<file path="config.mk">
export PLATFORM = sky130hd
export DESIGN_NAME = pipe_hazard_ctrl
export DESIGN_NICKNAME = d
export VERILOG_FILES = /design/src/rtl/pipe_ctrl_pkg.sv /design/src/rtl/sat_counter.sv /design/src/rtl/pipe_hazard_ctrl.sv
export SDC_FILE = /design/constraint.sdc
export NUM_CORES = 1
export LEC_CHECK = 0
export CAP_MARGIN = 20
export CORE_MARGIN = 2
export CORE_UTILIZATION = 30
export CTS_CLUSTER_SIZE = 8
export DETAILED_ROUTE_END_ITERATION = 6
export PLACE_DENSITY = 0.66
export SLEW_MARGIN = 15
export SYNTH_ARGS = -nofsm -noshare
export SYNTH_HDL_FRONTEND = slang
export SYNTH_HIERARCHICAL = 1
export SYNTH_SLANG_ARGS = --single-unit
</file>
<file path="constraint.sdc">
create_clock -name clk -period 2.61 [get_ports clk]
set_input_delay 0.522 -clock clk [delete_from_list [all_inputs] [get_ports clk]]
set_output_delay 0.522 -clock clk [all_outputs]
set_load 0.01 [all_outputs]
</file>
<file path="src/rtl/pipe_ctrl_pkg.sv">
// Shared definitions for the pipeline hazard controller: FSM state
// encoding and default parameter values.
package pipe_ctrl_pkg;

    typedef enum logic [2:0] {
        ST_RUN      = 3'd0,
        ST_FLUSH    = 3'd1,
        ST_WAIT_MEM = 3'd2,
        ST_HALT     = 3'd3
    } pipe_state_e;

    localparam int unsigned DEF_FLUSH_BUBBLES = 1;
    localparam int unsigned DEF_MEM_TIMEOUT   = 15;
    localparam int unsigned DEF_CNT_W         = 32;

endpackage

</file>
<file path="src/rtl/sat_counter.sv">
// Saturating up-counter with synchronous clear; holds at all-ones.
module sat_counter #(
    parameter int unsigned CNT_W = 32
) (
    input  logic             clk,
    input  logic             clear,
    input  logic             inc,
    output logic [CNT_W-1:0] count
);

    logic [CNT_W-1:0] cnt_d;
    logic [CNT_W-1:0] cnt_q;

    // Next count: clear wins, otherwise step unless already saturated.
    always_comb begin
        cnt_d = cnt_q;
        if (clear) begin
            cnt_d = '0;
        end else if (inc && (cnt_q != '1)) begin
            cnt_d = cnt_q + CNT_W'(1);
        end
    end

    // Count register.
    always_ff @(posedge clk) begin
        cnt_q <= cnt_d;
    end

    assign count = cnt_q;

endmodule

</file>
<file path="src/rtl/pipe_hazard_ctrl.sv">
// Pipeline hazard controller: stalls, flushes and redirects the front end
// on mispredicts, load-use hazards, slow instruction fetch and halt.
// Performance counters are built only when PIPE_PERF_CNT_EN is defined;
// otherwise mispredict_cnt and stall_cnt read zero.
module pipe_hazard_ctrl
    import pipe_ctrl_pkg::*;
#(
    parameter int unsigned FLUSH_BUBBLES = DEF_FLUSH_BUBBLES,
    parameter int unsigned MEM_TIMEOUT   = DEF_MEM_TIMEOUT,
    parameter int unsigned CNT_W         = DEF_CNT_W
) (
    input  logic             clk,
    input  logic             reset,
    input  logic             mispredict_e,
    input  logic             load_use_d,
    input  logic             imem_ready,
    input  logic             halt_req,
    output logic             pc_enable,
    output logic             if_id_enable,
    output logic             if_id_clr,
    output logic             id_ex_clr,
    output logic             redirect,
    output logic             mem_err,
    output logic [2:0]       state_o,
    output logic [CNT_W-1:0] mispredict_cnt,
    output logic [CNT_W-1:0] stall_cnt
);

    localparam logic [2:0] FLUSH_LOAD = 3'(FLUSH_BUBBLES);
    localparam logic [7:0] TMO_LIMIT  = 8'(MEM_TIMEOUT);

    pipe_state_e state_d, state_q;
    logic [2:0]  flush_d, flush_q;
    logic [7:0]  tmo_d, tmo_q;
    logic [7:0]  tmo_base;
    logic        mem_err_d, mem_err_q;

    // Output decode and next-state logic; inputs ranked mispredict > halt > load-use > fetch wait.
    always_comb begin
        state_d      = state_q;
        flush_d      = flush_q;
        tmo_d        = tmo_q;
        tmo_base     = 8'd0;
        mem_err_d    = mem_err_q;
        pc_enable    = 1'b1;
        if_id_enable = 1'b1;
        if_id_clr    = 1'b0;
        id_ex_clr    = 1'b0;
        redirect     = 1'b0;
        if (!reset) begin
            pc_enable = 1'b0;
            if_id_clr = 1'b1;
            id_ex_clr = 1'b1;
        end else if (mispredict_e) begin
            redirect  = 1'b1;
            if_id_clr = 1'b1;
            id_ex_clr = 1'b1;
            flush_d   = FLUSH_LOAD;
            tmo_d     = 8'd0;
            state_d   = (FLUSH_LOAD != 3'd0) ? ST_FLUSH : ST_RUN;
        end else if (halt_req) begin
            pc_enable    = 1'b0;
            if_id_enable = 1'b0;
            flush_d      = 3'd0;
            tmo_d        = 8'd0;
            state_d      = ST_HALT;
        end else begin
            case (state_q)
                ST_FLUSH: begin
                    if_id_clr = 1'b1;
                    flush_d   = (flush_q != 3'd0) ? flush_q - 3'd1 : 3'd0;
                    if (flush_q <= 3'd1) begin
                        state_d = ST_RUN;
                    end
                end
                ST_HALT: begin
                    pc_enable    = 1'b0;
                    if_id_enable = 1'b0;
                    state_d      = ST_RUN;
                end
                default: begin
                    if (load_use_d) begin
                        // Hold the wait state and its timer across a load-use stall.
                        pc_enable    = 1'b0;
                        if_id_enable = 1'b0;
                        id_ex_clr    = 1'b1;
                        state_d      = (state_q == ST_WAIT_MEM) ? ST_WAIT_MEM : ST_RUN;
                    end else if (!imem_ready) begin
                        pc_enable = 1'b0;
                        if_id_clr = 1'b1;
                        state_d   = ST_WAIT_MEM;
                        tmo_base  = (state_q == ST_WAIT_MEM) ? tmo_q : 8'd0;
                        tmo_d     = (tmo_base != 8'hFF) ? tmo_base + 8'd1 : tmo_base;
                        if (tmo_d >= TMO_LIMIT) begin
                            mem_err_d = 1'b1;
                        end
                    end else begin
                        state_d = ST_RUN;
                        tmo_d   = 8'd0;
                    end
                end
            endcase
        end
    end

    // State, bubble counter, fetch-timeout counter and sticky error flag.
    always_ff @(posedge clk) begin
        if (!reset) begin
            state_q   <= ST_RUN;
            flush_q   <= 3'd0;
            tmo_q     <= 8'd0;
            mem_err_q <= 1'b0;
        end else begin
            state_q   <= state_d;
            flush_q   <= flush_d;
            tmo_q     <= tmo_d;
            mem_err_q <= mem_err_d;
        end
    end

    assign state_o = state_q;
    assign mem_err = mem_err_q;

`ifdef PIPE_PERF_CNT_EN
    sat_counter #(.CNT_W(CNT_W)) u_mispredict_cnt (
        .clk   (clk),
        .clear (!reset),
        .inc   (reset && mispredict_e),
        .count (mispredict_cnt)
    );

    sat_counter #(.CNT_W(CNT_W)) u_stall_cnt (
        .clk   (clk),
        .clear (!reset),
        .inc   (reset && !pc_enable),
        .count (stall_cnt)
    );
`else
    assign mispredict_cnt = '0;
    assign stall_cnt      = '0;
`endif

endmodule

</file>
==> implementation parameters, run 1 <==
Parameter                              Value

Timing
  Post-route clock skew    between 0.002 and 0.0025 ns
  Min Tclk post-route    roughly 2.5 ns
  Setup slack of the critical path after layout    0.129 ns
  Endpoints failing setup    0
  Upper clock frequency limit    ~0.4 GHz
  Fin. Hold Viols    0
  Final critical-path share of the clock period    95.0%
  Max-slew violation total from the final report    0
  Unrepaired setup endpoints after global routing    no

Yosys
  Syn avg cell area    roughly 7.4 um2
  Synthesized instance count    roughly 190
  Largest cells by area after synthesis    sky130_fd_sc_hd__buf_4 35%, sky130_fd_sc_hd__dfxtp_1 20%, sky130_fd_sc_hd__nor2_1 5.1%, sky130_fd_sc_hd__a21oi_1 4.0%, sky130_fd_sc_hd__o21ai_0 3.2%
  Post-Synthesis Cell Area    around 0.0014 mm2
  Post-synth top area share    between 30% and 40%
  Number of unique standard cell types used by synthesis    36
  Area leader, netlist    sky130_fd_sc_hd__buf_4
  Sequential share of the synthesized area    roughly a fifth
  FF+latch count, synth    14
  Warnings from Yosys    6

Placement
  Final RePlAce weighted congestion    ~0.8
  Post-place setup slack    -0.0835 ns
  Half-perimeter wire length after placement    roughly 2000 um
  Port Buffer Count    13
  Count of placed standard cells including taps    roughly 250

Cells and area
  Diode count    0
  Fraction of final layout cells with drive strength greater than 1    between 7 and 8%
  Final-layout fill cell count    slightly above 500
  Leading cell type in the layout, fill and taps excluded    sky130_fd_sc_hd__conb_1
  Non-filler instance count after layout    between 200 and 300
  Final net count    215
  Most frequent cells in the layout    65 x sky130_fd_sc_hd__conb_1, 18 x sky130_fd_sc_hd__nor2_1, 14 x sky130_fd_sc_hd__dfxtp_1
  Area Overhead vs Synth    1.89%

Floorplanning
  Area of the core    ~0.0044 mm2
  Width of the die    approximately 70 um
  Initial cell density of the core    31.4%
  I/O pins    just under 80
  Die Outline Area    between 0.005 and 0.006 mm2
  Height of the chip    a little over 70 um
  Cell row count    24

Critical path
  Dominant cell type by count on the critical path    sky130_fd_sc_hd__clkdlybuf4s50_1
  R2R cell count    8
  Critical Path Slowest Stage Cell    sky130_fd_sc_hd__clkdlybuf4s50_1
  Critical path capture point type    output port
  CP top delay family    buffers and inverters
  Worst R2R Setup Slack    between 0.4 and 0.5 ns
  Arrival time of data at the critical path endpoint    roughly 2.0 ns
  Critical Setup Path Class    in -> out
  Crit Path Max Fanout    3
  Largest incremental delay on the critical path    roughly 0.53 ns
  Critical path data required time    around 2.1 ns
  Critical R2R Launch    state_o[1]$_SDFFE_PP0P_
  Worst path cell trace    clkdlybuf4s50_1 -> nor2_2 -> a21oi_1 -> nor2_1 -> o21a_1 -> clkdlybuf4s50_1
  Worst path bufs/invs    2
  Destination of the worst register-to-register timing path    tmo_q[0]$_SDFFE_PP0P_
  Crit path launch type    input pin

Global routing
  Aggregate global-route resource usage    about 9%
  Largest net degree at the start of global routing    11
  Initial antenna violation count    0
  Total gr overflow    0
  Number of global-route vias before repair    approximately 820
  Wire length of the first global-routing pass    ~3900 um

Route
  Starting DRC count in detailed routing    27
  Antenna viol nets, final    0
  First-pass iteration count of the detailed router    4
  Count of vias placed by the detailed router    ~1,100
  Total Routed Length    around 2500 um
  DRC violations left    0
  Ratio of routed vias to standard cells    between 4 and 5
  Average wire per cell in the routed design    between 9 and 10 um

CTS
  Clock-pin slew of the registers on the worst-case setup and hold paths    around 0.060 ns
  Maximum number of buffers from clock root to sink    2
  CTS Root Cell    sky130_fd_sc_hd__clkbuf_8
  Number of buffers added by the clock tree synthesis step    3
  Clock latency of the later-clocked register in the worst-skew pair    0.25 ns
  Number of hold buffers added after CTS    0
  TritonCTS clock tree    yes
  Level count of the clock H-tree    1
  Count of buffers added by post-CTS timing repair for setup    0
  TritonCTS sink count    14

Job
  Max-cap violations    0

Worst hold path
  Hold Path Stages    2
  Terminating pin of the worst hold path    flush_q[2]$_SDFFE_PP0N_
  Min-delay worst type    reg -> reg
  Hold wc startpoint    flush_q[2]$_SDFFE_PP0N_

Power
  Power Dens Cells    around 400 mW/mm2
  Pleak    0.606 nW
  Worst supply voltage drop on vdd    approximately 0.00026 V

Status
  Status    finished, final reports clean
## cell usage after synthesis
| cell type | instances |
|---|---|
| sky130_fd_sc_hd__ha_1 | 3 |
| sky130_fd_sc_hd__nor4_1 | 1 |
| sky130_fd_sc_hd__nor3_1 | 8 |
| sky130_fd_sc_hd__a21oi_1 | 11 |
| sky130_fd_sc_hd__inv_1 | 3 |
| sky130_fd_sc_hd__a21boi_0 | 1 |
| sky130_fd_sc_hd__a211oi_1 | 4 |
| sky130_fd_sc_hd__or2_1 | 1 |
| sky130_fd_sc_hd__o31a_1 | 1 |
| sky130_fd_sc_hd__a221oi_1 | 1 |
| sky130_fd_sc_hd__o31ai_1 | 2 |
| sky130_fd_sc_hd__or3b_1 | 1 |
| sky130_fd_sc_hd__and3_1 | 4 |
| sky130_fd_sc_hd__buf_6 | 1 |
| sky130_fd_sc_hd__clkbuf_1 | 3 |
| sky130_fd_sc_hd__or4b_2 | 1 |
| sky130_fd_sc_hd__o21a_1 | 3 |
| sky130_fd_sc_hd__buf_4 | 65 |
| sky130_fd_sc_hd__a211o_1 | 1 |
| sky130_fd_sc_hd__nand2_1 | 8 |
| sky130_fd_sc_hd__conb_1 | 1 |
| sky130_fd_sc_hd__and2_1 | 3 |
| sky130_fd_sc_hd__a311oi_1 | 1 |
| sky130_fd_sc_hd__nand3_1 | 4 |
| sky130_fd_sc_hd__nand2b_1 | 3 |
| sky130_fd_sc_hd__or4_4 | 1 |
| sky130_fd_sc_hd__o21ai_0 | 9 |
| sky130_fd_sc_hd__nor2b_1 | 3 |
| sky130_fd_sc_hd__mux2_2 | 1 |
| sky130_fd_sc_hd__or2_2 | 1 |
| sky130_fd_sc_hd__dfxtp_1 | 14 |
| sky130_fd_sc_hd__and4_1 | 1 |
| sky130_fd_sc_hd__nor2_1 | 19 |
| sky130_fd_sc_hd__o21ai_1 | 1 |
| sky130_fd_sc_hd__a41oi_1 | 1 |
| sky130_fd_sc_hd__or4_1 | 1 |
## through the flow
| step | setup TNS (ns) | utilization [%] | instance area (um2) | hold slack [ns] | power (mW) |
|---|---|---|---|---|---|
| after floorplan | 0 | - | 1630 | 0.463 | 0.374 |
| after global placement | -0.0251 | 30.7 | 1360 | 0.478 | 0.338 |
| after detailed placement | -0.0835 | 30.7 | 1360 | 0.484 | 0.338 |
| after CTS | 0 | 31.9 | 1410 | 0.499 | 0.555 |
| after global routing | 0 | 32.0 | 1410 | 0.523 | 0.578 |
| final | 0 | 32.0 | 1410 | 0.500 | 0.549 |
## worst reg2reg max path: cells and delay by family (launching register included)
| kind | cells | cell delay (ns) |
|---|---|---|
| flops | 1 | 0.41 |
| fa+ha+maj | 1 | 0.28 |
| simple gates | 6 | 1.22 |
| compound gates | 1 | 0.21 |
## metal layers
| layer | part of all wire [%] | GRT usage (%) | up-vias |
|---|---|---|---|
| met2 | 48 | 14.7 | 57 |
| met4 | 0.32 | 1.26 | 0 |
| met1 | 43 | 12.1 | 470 |
| met5 | 0 | 0 | - |
| met3 | 9.0 | 3.19 | 2 |
| li1 | - | - | 546 |
## area by class of cell
class                   count  area, um2  share of cell area [%]
clock buffers               4       55.1                    3.90
multi-input cells         165        827                    58.5
well taps                  52       65.1                    4.61
flip-flops and latches     14        280                    19.8
repair buffers             19        174                    12.3
inverters                   3       11.3                   0.797
## power by group
part           switching (mW)  internal, mW  total, mW
Combinational          0.0769        0.0360      0.113
Sequential            0.00507         0.217      0.222
Clock                  0.0807         0.134      0.214
## registers in the layout, summed over array words and instances (netlist names)
register	cells
flush_q	3
tmo_q	8
state_o	2
mem_err	1
## worst max-delay path by stage
stage                                  startpoint              endpoint  cells past startpoint
after floorplan           state_o[1]$_SDFFE_PP0P_  mem_err$_SDFFE_PN0P_                      9
after global placement                 load_use_d             if_id_clr                      6
after detailed placement               load_use_d             if_id_clr                      6
after CTS                              load_use_d             pc_enable                      6
after global routing                   load_use_d             pc_enable                      6
final                                  load_use_d             pc_enable                      6
## cell families after synthesis
family	share of synthesized area [%]
buf+inv	37.6
compound gates	16.2
mux	0.812
other cells	0.270
simple gates	22.2
fa+ha+maj	2.71
flops	20.2
## what timing repair did
item,in CTS,in global routing
endpoints found under the setup margin,1,1
endpoints found under the hold margin,0,0
gates resized for setup,1,1
cloned,0,0
(Power assumes the default switching activity.)
==> inputs of run 2 (changes only) <==
--- a/config.mk
+++ b/config.mk
@@ -5,6 +5,7 @@
 export SDC_FILE = /design/constraint.sdc
 export NUM_CORES = 1
 export LEC_CHECK = 0
+export ABC_CLOCK_PERIOD_IN_PS = 2610
 export CAP_MARGIN = 20
 export CORE_MARGIN = 2
 export CORE_UTILIZATION = 30
==> results of run 2 <==
Final layout, timing and power as in run 1 (identical DEF).
==> inputs of run 3 (changes only) <==
--- a/config.mk
+++ b/config.mk
@@ -5,13 +5,13 @@
 export SDC_FILE = /design/constraint.sdc
 export NUM_CORES = 1
 export LEC_CHECK = 0
-export ABC_CLOCK_PERIOD_IN_PS = 2610
-export CAP_MARGIN = 20
+export ABC_CLOCK_PERIOD_IN_PS = 2550
+export CAP_MARGIN = 15
 export CORE_MARGIN = 2
 export CORE_UTILIZATION = 30
 export CTS_CLUSTER_SIZE = 8
 export DETAILED_ROUTE_END_ITERATION = 6
-export PLACE_DENSITY = 0.66
+export PLACE_DENSITY = 0.71
 export SLEW_MARGIN = 15
 export SYNTH_ARGS = -nofsm -noshare
 export SYNTH_HDL_FRONTEND = slang
==> constraint.sdc (replaced) <==
create_clock -name clk -period 2.55 [get_ports clk]
set_input_delay 0.51 -clock clk [delete_from_list [all_inputs] [get_ports clk]]
set_output_delay 0.51 -clock clk [all_outputs]
set_load 0.01 [all_outputs]
==> run 3 against run 2 <==
Net effect:
- clock power rose by 4%
- wire length fell by 0.45%
- sequential share of layout area fell by 0.17 points
- setup slack got worse by 0.034 ns
- core utilization rose by 0.28 points
- worst hold slack got worse by 0.011 ns
- count of clock-buffer cells in the layout did not move
- final cell count rose by 0.39%
- global-route usage barely moved
- via count rose by 2.3%
- final area rose by 0.89%
==> implementation parameters, run 3 (synthesis results as in run 1) <==
Parameter                              Value

Critical path
  Crit Path Max Fanout    3 (unchanged)
  Critical R2R Launch    state_o[1]$_SDFFE_PP0P_ (unchanged)
  Critical Setup Path Class    in -> out (unchanged)
  Arrival time of data at the critical path endpoint    1.94 ns (was 1.96 ns)
  Critical path data required time    2.04 ns (was 2.09 ns)
  Crit path launch type    input pin (unchanged)
  Critical path capture point type    output port (unchanged)
  Launching instance or port of the critical path    load_use_d (unchanged)

Timing
  Max-slew violation total from the final report    0 (unchanged)
  Upper clock frequency limit    slightly above 0.4 GHz
  Fin. Hold Viols    0 (unchanged)
  Min Tclk post-route    roughly 2.5 ns
  Post-route clock skew    0.000405 ns (was 0.00249 ns)
  Setup slack of the critical path after layout    0.0952 ns (was 0.129 ns)
  Final critical-path share of the clock period    between 90% and 100%
  Unrepaired setup endpoints after global routing    no (unchanged)
  Endpoints failing setup    0 (unchanged)

Global routing
  Total gr overflow    0 (unchanged)
  Number of global-route vias before repair    834 (was 822)
  Aggregate global-route resource usage    9.10% (was 9.14%)
  Initial antenna violation count    0 (unchanged)
  Wire length of the first global-routing pass    3770 um (was 3890 um)
  Largest net degree at the start of global routing    11 (unchanged)

Route
  DRC violations left    0 (unchanged)
  Average wire per cell in the routed design    9.52 um (was 9.60 um)
  Ratio of routed vias to standard cells    4.26 (was 4.18)
  First-pass iteration count of the detailed router    4 (unchanged)
  Antenna viol nets, final    0 (unchanged)
  Count of vias placed by the detailed router    1,100 (was 1,075)
  Starting DRC count in detailed routing    27 (unchanged)
  Total Routed Length    2460 um (was 2470 um)

Floorplanning
  I/O pins    79 (unchanged)
  Cell row count    24 (unchanged)
  Width of the die    72.0 um (unchanged)
  Initial cell density of the core    31.4% (unchanged)
  Height of the chip    72.0 um (unchanged)
  Area of the core    0.00441 mm2 (unchanged)
  Die Outline Area    0.00518 mm2 (unchanged)

CTS
  CTS Root Cell    sky130_fd_sc_hd__clkbuf_8 (unchanged)
  Number of buffers added by the clock tree synthesis step    3 (unchanged)
  Number of gates resized after CTS    1 (unchanged)
  Maximum number of buffers from clock root to sink    2 (unchanged)
  Count of buffers added by post-CTS timing repair for setup    0 (unchanged)
  TritonCTS sink count    14 (unchanged)
  Number of hold buffers added after CTS    0 (unchanged)
  Level count of the clock H-tree    1 (unchanged)
  Clock latency of the later-clocked register in the worst-skew pair    0.25 ns (about the same)
  TritonCTS clock tree    yes (unchanged)
  Clock-pin slew of the registers on the worst-case setup and hold paths    0.06 ns (about the same)

Placement
  Half-perimeter wire length after placement    1910 um (was 1960 um)
  Count of placed standard cells including taps    254 (was 253)
  Total placed instance area    0.00136 mm2 (about the same)
  Port Buffer Count    13 (unchanged)
  Post-place setup slack    -0.0440 ns (was -0.0835 ns)
  Final RePlAce weighted congestion    0.833 (was 0.821)

Power
  Sw Ratio    30.0% (was 29.6%)
  Pleak    0.621 nW (was 0.606 nW)
  Cell-internal power    0.397 mW (was 0.387 mW)
  Sequential cell fraction of total power    40.1% (was 40.4%)
  Combinational cell fraction of total power    20.7% (was 20.6%)
  Worst supply voltage drop on vdd    0.000297 V (was 0.000263 V)
  Clk network pwr share    39.2% (was 39.0%)
  Power Dens Cells    398 mW/mm2 (was 389 mW/mm2)
  Psw    0.170 mW (was 0.163 mW)

Cells and area
  Diode count    0 (unchanged)
  Non-filler instance count after layout    258 (was 257)
  Leading cell type in the layout, fill and taps excluded    sky130_fd_sc_hd__conb_1 (unchanged)
  Fraction of final layout cells with drive strength greater than 1    8.25% (was 7.32%)
  Most frequent cells in the layout    65 x sky130_fd_sc_hd__conb_1, 18 x sky130_fd_sc_hd__nor2_1, 14 x sky130_fd_sc_hd__dfxtp_1 (unchanged)
  Number of flip-flops in the largest register    8 (unchanged)
  Area Overhead vs Synth    2.80% (was 1.89%)
  Final net count    216 (was 215)
  Final-layout fill cell count    479 (was 508)
  Post-route cell area    0.00143 mm2 (was 0.00141 mm2)
  Reg with most FFs    tmo_q (unchanged)

Status
  Status    finished, final reports clean (unchanged)

Worst hold path
  Min-delay worst type    reg -> reg (unchanged)
  Hold wc startpoint    flush_q[2]$_SDFFE_PP0N_ (unchanged)

Job
  Max-cap violations    0 (unchanged)
[run 3: cell count changes in the layout (fill, tap and decap cells not counted)]
cell and change:
sky130_fd_sc_hd__buf_4 +1, sky130_fd_sc_hd__clkdlybuf4s50_1 -1, sky130_fd_sc_hd__dlymetal6s2s_1 +1, sky130_fd_sc_hd__nor2b_1 -1
sky130_fd_sc_hd__nor2b_2 +1
[run 3: worst max-delay path, cell delays in order]
cell and delay (ns):
sky130_fd_sc_hd__clkdlybuf4s50_1 0.53, sky130_fd_sc_hd__nor2_2 0.06, sky130_fd_sc_hd__a21oi_1 0.15, sky130_fd_sc_hd__nor2_1 0.05
sky130_fd_sc_hd__o21a_1 0.17, sky130_fd_sc_hd__clkdlybuf4s50_1 0.47
[run 3: final cells by class]
cell class / count / area [um2] / area share (%)
tap: 52 / 65.1 / 4.57
sequential: 14 / 280 / 19.7
clock buffer: 4 / 55.1 / 3.86
timing repair buffer: 20 / 184 / 12.9
multi-input combinational: 165 / 830 / 58.2
inverter: 3 / 11.3 / 0.790
[run 3: metrics by stage]
stage	hold slack [ns]	util [%]	TNS (ns)	power (mW)
finish	0.489	32.3	0	0.567
CTS	0.490	32.1	0	0.572
floorplan	0.463	-	0	0.383
detailed placement	0.482	30.9	-0.0440	0.347
global placement	0.477	30.9	-0.0461	0.346
global route	0.531	32.3	0	0.597
[run 3: power by group through the flow]
stage               Clock [mW]  Sequential [mW]  Combinational (mW)
detailed placement           0            0.232               0.115
floorplan                    0            0.231               0.152
CTS                      0.230            0.227               0.115
finish                   0.222            0.228               0.117
global route             0.240            0.228               0.129
global placement             0            0.232               0.115
[run 3: path summary, 6_finish.rpt]
path | end | cells after the start | slack (ns)
max | pc_enable | 6 | 0.1
min | flush_q[2]$_SDFFE_PP0N_ | 2 | 0.49
max reg2reg | tmo_q[0]$_SDFFE_PP0P_ | 8 | 0.33
min reg2reg | flush_q[2]$_SDFFE_PP0N_ | 2 | 0.49
[run 3: metal layers]
layer	global-route usage (%)	vias up	part of all wire, %
li1	-	544	-
met1	11.9	493	42
met2	14.0	60	47
met3	2.64	3	10
met4	3.98	0	0.94
met5	0	-	0
